## src/rtl/contatore_pkg.sv

```systemverilog
// rtl/contatore_pkg.sv - shared constants and parameter checks for counter/timer blocks
package contatore_pkg;

    // Values for the SATURATE parameter of the counting primitives
    localparam int MODE_WRAP = 0;
    localparam int MODE_SAT  = 1;

    // True when a count range 0..modulo-1 fits a width-bit register and has at least two states
    function automatic logic modulo_legal(input int width, input int modulo);
        longint span;
        if (width < 1 || width > 31) begin
            return 1'b0;
        end
        span = longint'(1) << width;
        return (modulo >= 2) && (longint'(modulo) <= span);
    endfunction

endpackage

```

## src/rtl/contatore_nbit.sv

```systemverilog
// rtl/contatore_nbit.sv - parametrised up/down modulo counter with load and wrap/saturate
module contatore_nbit
    import contatore_pkg::*;
#(
    parameter int WIDTH    = 4,
    parameter int MODULO   = 16,
    parameter int SATURATE = MODE_WRAP
) (
    input  logic             clk,
    input  logic             rst,
    input  logic             en,
    input  logic             up,
    input  logic             load,
    input  logic [WIDTH-1:0] din,
    output logic [WIDTH-1:0] out,
    output logic             ovf,
    output logic             zero
);

    // Refuse to elaborate a range that cannot be held in WIDTH bits
    generate
        if (!modulo_legal(WIDTH, MODULO)) begin : g_bad_params
            $error("contatore_nbit: MODULO must satisfy 2 <= MODULO <= 2**WIDTH");
        end
    endgenerate

    // Arithmetic runs one bit wider than the count so MODULO == 2**WIDTH needs no special case
    localparam logic [WIDTH:0] MOD_W    = (WIDTH+1)'(MODULO);
    localparam logic [WIDTH:0] TOP_W    = (WIDTH+1)'(MODULO - 1);
    localparam logic [WIDTH:0] ONE_W    = (WIDTH+1)'(1);
    localparam logic [WIDTH:0] ZERO_W   = '0;
    localparam logic           SAT_MODE = (SATURATE == MODE_SAT);

    // Returns {boundary_event, next_count} for one edge, ignoring reset
    function automatic logic [WIDTH+1:0] next_value(
        input logic [WIDTH-1:0] cur,
        input logic             do_load,
        input logic             do_en,
        input logic             go_up,
        input logic [WIDTH-1:0] value
    );
        logic [WIDTH:0] cur_w;
        logic [WIDTH:0] val_w;
        logic [WIDTH:0] nxt_w;
        logic           hit;
        cur_w = {1'b0, cur};
        val_w = {1'b0, value};
        nxt_w = cur_w;
        hit   = 1'b0;
        if (do_load) begin
            // Out-of-range load values clamp to the top of the range
            nxt_w = (val_w < MOD_W) ? val_w : TOP_W;
        end else if (do_en && go_up) begin
            if (cur_w < TOP_W) begin
                nxt_w = cur_w + ONE_W;
            end else begin
                hit   = 1'b1;
                nxt_w = SAT_MODE ? TOP_W : ZERO_W;
            end
        end else if (do_en) begin
            if (cur_w != ZERO_W) begin
                nxt_w = cur_w - ONE_W;
            end else begin
                hit   = 1'b1;
                nxt_w = SAT_MODE ? ZERO_W : TOP_W;
            end
        end
        return {hit, nxt_w};
    endfunction

    logic [WIDTH+1:0] step;
    logic [WIDTH:0]   step_cnt;
    logic             step_ovf;

    assign step     = next_value(out, load, en, up, din);
    assign step_cnt = step[WIDTH:0];
    assign step_ovf = step[WIDTH+1];

    // Count register plus flags derived from the same next value, so zero always tracks out
    always_ff @(posedge clk) begin
        if (rst) begin
            out  <= '0;
            ovf  <= 1'b0;
            zero <= 1'b1;
        end else begin
            out  <= step_cnt[WIDTH-1:0];
            ovf  <= step_ovf;
            zero <= (step_cnt == ZERO_W);
        end
    end

endmodule

```

## config.mk

```make
export PLATFORM = sky130hd
export DESIGN_NAME = contatore_nbit
export DESIGN_NICKNAME = d
export VERILOG_FILES = /design/src/rtl/contatore_pkg.sv /design/src/rtl/contatore_nbit.sv
export SDC_FILE = /design/constraint.sdc
export NUM_CORES = 1
export LEC_CHECK = 0
export CORE_AREA = 2 2 39 41
export CTS_BUF_LIST = sky130_fd_sc_hd__clkbuf_8
export DETAILED_ROUTE_END_ITERATION = 8
export DIE_AREA = 0 0 41 43
export PLACE_DENSITY = 0.6
export SYNTH_ARGS = -nofsm -noshare
export SYNTH_HDL_FRONTEND = slang
export SYNTH_SLANG_ARGS = --single-unit
export TNS_END_PERCENT = 50
```

## constraint.sdc

```tcl
create_clock -name clk -period 3 [get_ports clk]
set_clock_uncertainty 0.1 [all_clocks]
set_input_delay 0.6 -clock clk [delete_from_list [all_inputs] [get_ports clk]]
set_output_delay 0.6 -clock clk [all_outputs]
set_load 0.02 [all_outputs]
```

==> results.md <==
* Critical Path Slowest Stage Cell: clkdlybuf4s50_1
* Initial DRC count at 5
* Syn Nets at 59
* Sequential share of the synthesized area at 0.2981
* Clock sink total at 6
* Core area at 0.001384 mm2
* Initial Util at 0.2911
* Total iterations of the first detailed-routing run at 4
* Total CTS buffers at 3
* Crit path max fanout at 8
* Syn Area/Cell at 8.393 um2
* WS Path Type: register to output pin
* Largest net degree at the start of global routing at 11
* Slew Limit Fails at 0
* Average wire per standard cell at 10.70 um
* Setup_tns at 0 ns
* CP endpoint kind: output pin
* RSZ-0062 raised after global routing: false
* Post-route cell area at 594.3 um2
* WP data required at 2.30 ns
* First-pass GRT wire length at 1435 um
* Area Growth Syn to Fin at 47.52%
* Leak pwr at 0.2379 nW
* Proportion of layout cells with a drive suffix above 1 at 0.1429
* GR Overflow Total at 0
* Crit path max-delay family: buffers and inverters
* Clk_lat worst skew at 0.22 ns
* Io pins at 15
* Setup bufs post-CTS at 0
* Buf+Inv Stages, Crit Path at 1
* Slew @ Worst Pin at 0.3539 ns
* GP Congestion at 0.7120
* DRC errors left at 0
* Slew headroom at 0.7633
* Yosys reg bits at 6
* CTS hold repair buffers at 0
* Most frequent cells in the layout: clkdlybuf4s50_1 (14), dfxtp_1 (6), inv_1 (5)
* GR Util All Layers at 0.1227
* Post-DP HPWL at 670.3 um
* Placement Cell Area at 553.0 um2
* Die Wd at 41 um
* Reg clk slew, reported paths at 0.03 ns
* Tcrit/Tclk final at 0.6950
* DRT antenna net count at 0
* Syn Std Cell Area at 402.9 um2
* CP cell instances: clkdlybuf4s50_1
* Worst path max stage delay at 0.67 ns
* WP data arrival at 1.38 ns
* CTS tree: built
* Yosys Warn Count at 0
* Antenna violations before repair at 0
* Final wirelength at 845 um
* Worst hold path type: register to register
* Nets@finish at 76
* Power Density at 487.6 mW/mm2
* Cell Rows at 14
* Peak VDD IR at 337.4 uV
* Die Area at 0.001763 mm2
* Vias in the first global route at 348
* Port Buffer Count at 14
* Maxcap violations at 0
* N_diodes at 0
* Via count at 385
* Max Fclk at 0.4796 GHz
* Height of the die at 43 um
* PostCTS Resize Cnt at 0
* Synth cell types at 26
* H-tree Lvls at 1
* Startpoint Class: register
* Status: finished, final reports clean
* Most common cell after layout, fill and taps aside: clkdlybuf4s50_1
* Final hold vios at 0
* Vias/cell at 4.873
* Longest Clk Path Bufs at 2
* Post-route minimum period at 2.085 ns
* CTS root buf: clkbuf_8
* Endpoints failing setup at 0
* Synthesized instance count at 48
* Filler cell count at 145
==> per-layer routing <==
layer | GRT usage | vias to the layer above | wire [um] | share of wire
met2 | 0.1750 | 15 | 379 | 0.45
met4 | 0.06000 | 0 | 0 | 0
met5 | 0 | - | 0 | 0
met1 | 0.1553 | 169 | 412 | 0.49
met3 | 0.04712 | 0 | 54 | 0.064
li1 | - | 201 | - | -
==> metrics by stage <==
| stage | utilization | worst slack, ns | std cells | total power, mW | hold WS [ns] |
|---|---|---|---|---|---|
| after floorplan | - | 1.051 | 48 | 0.1436 | 0.5769 |
| after global placement | 0.3996 | 0.7008 | 76 | 0.1770 | 0.5778 |
| after detailed placement | 0.3996 | 0.6791 | 76 | 0.1769 | 0.5656 |
| after CTS | 0.4295 | 0.9019 | 79 | 0.2956 | 0.5762 |
| after global routing | 0.4295 | 0.7953 | 79 | 0.3090 | 0.6261 |
| final | 0.4295 | 0.9150 | 79 | 0.2898 | 0.5766 |
==> cell families after synthesis <==
family,count (synthesis),synth area share
buf+inv,8,0.08074
simple gates,16,0.2329
fa+ha+maj,2,0.06210
flops,6,0.2981
compound gates,12,0.2360
mux,1,0.02485
xor+xnor,3,0.06523
==> worst min-delay path, delay by kind of cell, from the launching register on <==
family | cells | cell delay (ns)
compound gates | 2 | 0.25
flops | 1 | 0.36
==> cell type report <==
cell class | instances | area (um2) | area share
timing repair buffer | 14 | 140.1 | 0.2358
inverter | 6 | 22.52 | 0.03789
clock buffer | 3 | 41.29 | 0.06947
multi-input combinational | 34 | 250.2 | 0.4211
tap | 16 | 20.02 | 0.03368
sequential | 6 | 120.1 | 0.2021
==> synthesized netlist by cell type, drive strengths merged <==
cell | instances | area [um2]
nor4 | 2 | 12.51
a21oi | 3 | 15.01
nand3 | 2 | 10.01
inv | 6 | 22.52
mux2i | 1 | 10.01
o21a | 2 | 15.01
nor2 | 3 | 11.26
ha | 2 | 25.02
and2b | 1 | 7.510
o211ai | 1 | 7.510
a2111oi | 1 | 15.01
nor3 | 3 | 20.02
buf | 2 | 10.01
and3 | 1 | 7.510
o21ai | 1 | 5.000
or3b | 1 | 11.26
dfxtp | 6 | 120.1
a211oi | 1 | 12.51
xor2 | 1 | 8.760
nand2 | 2 | 7.510
a221oi | 2 | 17.52
xnor2 | 2 | 17.52
nor2b | 1 | 6.260
a22oi | 1 | 7.510
==> flip-flops by register name (all words and copies together), names as in the netlist <==
signal	count
out	4
ovf	1
zero	1
==> power breakdown <==
group | switching (mW) | leakage [nW] | total [mW] | internal, mW
clock network | 0.0292 | 0.0216 | 0.115 | 0.0857
registers | 0.00945 | 0.0498 | 0.0972 | 0.0877
logic | 0.0361 | 0.166 | 0.0778 | 0.0417
total | 0.0747 | 0.238 | 0.290 | 0.215
==> final timing paths <==
check	start	end	slack, ns	cells past startpoint
max	out[0]	out[0]	0.92	1
min	out[1]	out[1]	0.58	2
max reg2reg	out[0]	zero	0.97	7
min reg2reg	out[1]	out[1]	0.58	2
Power figures use the tool's default switching activity.
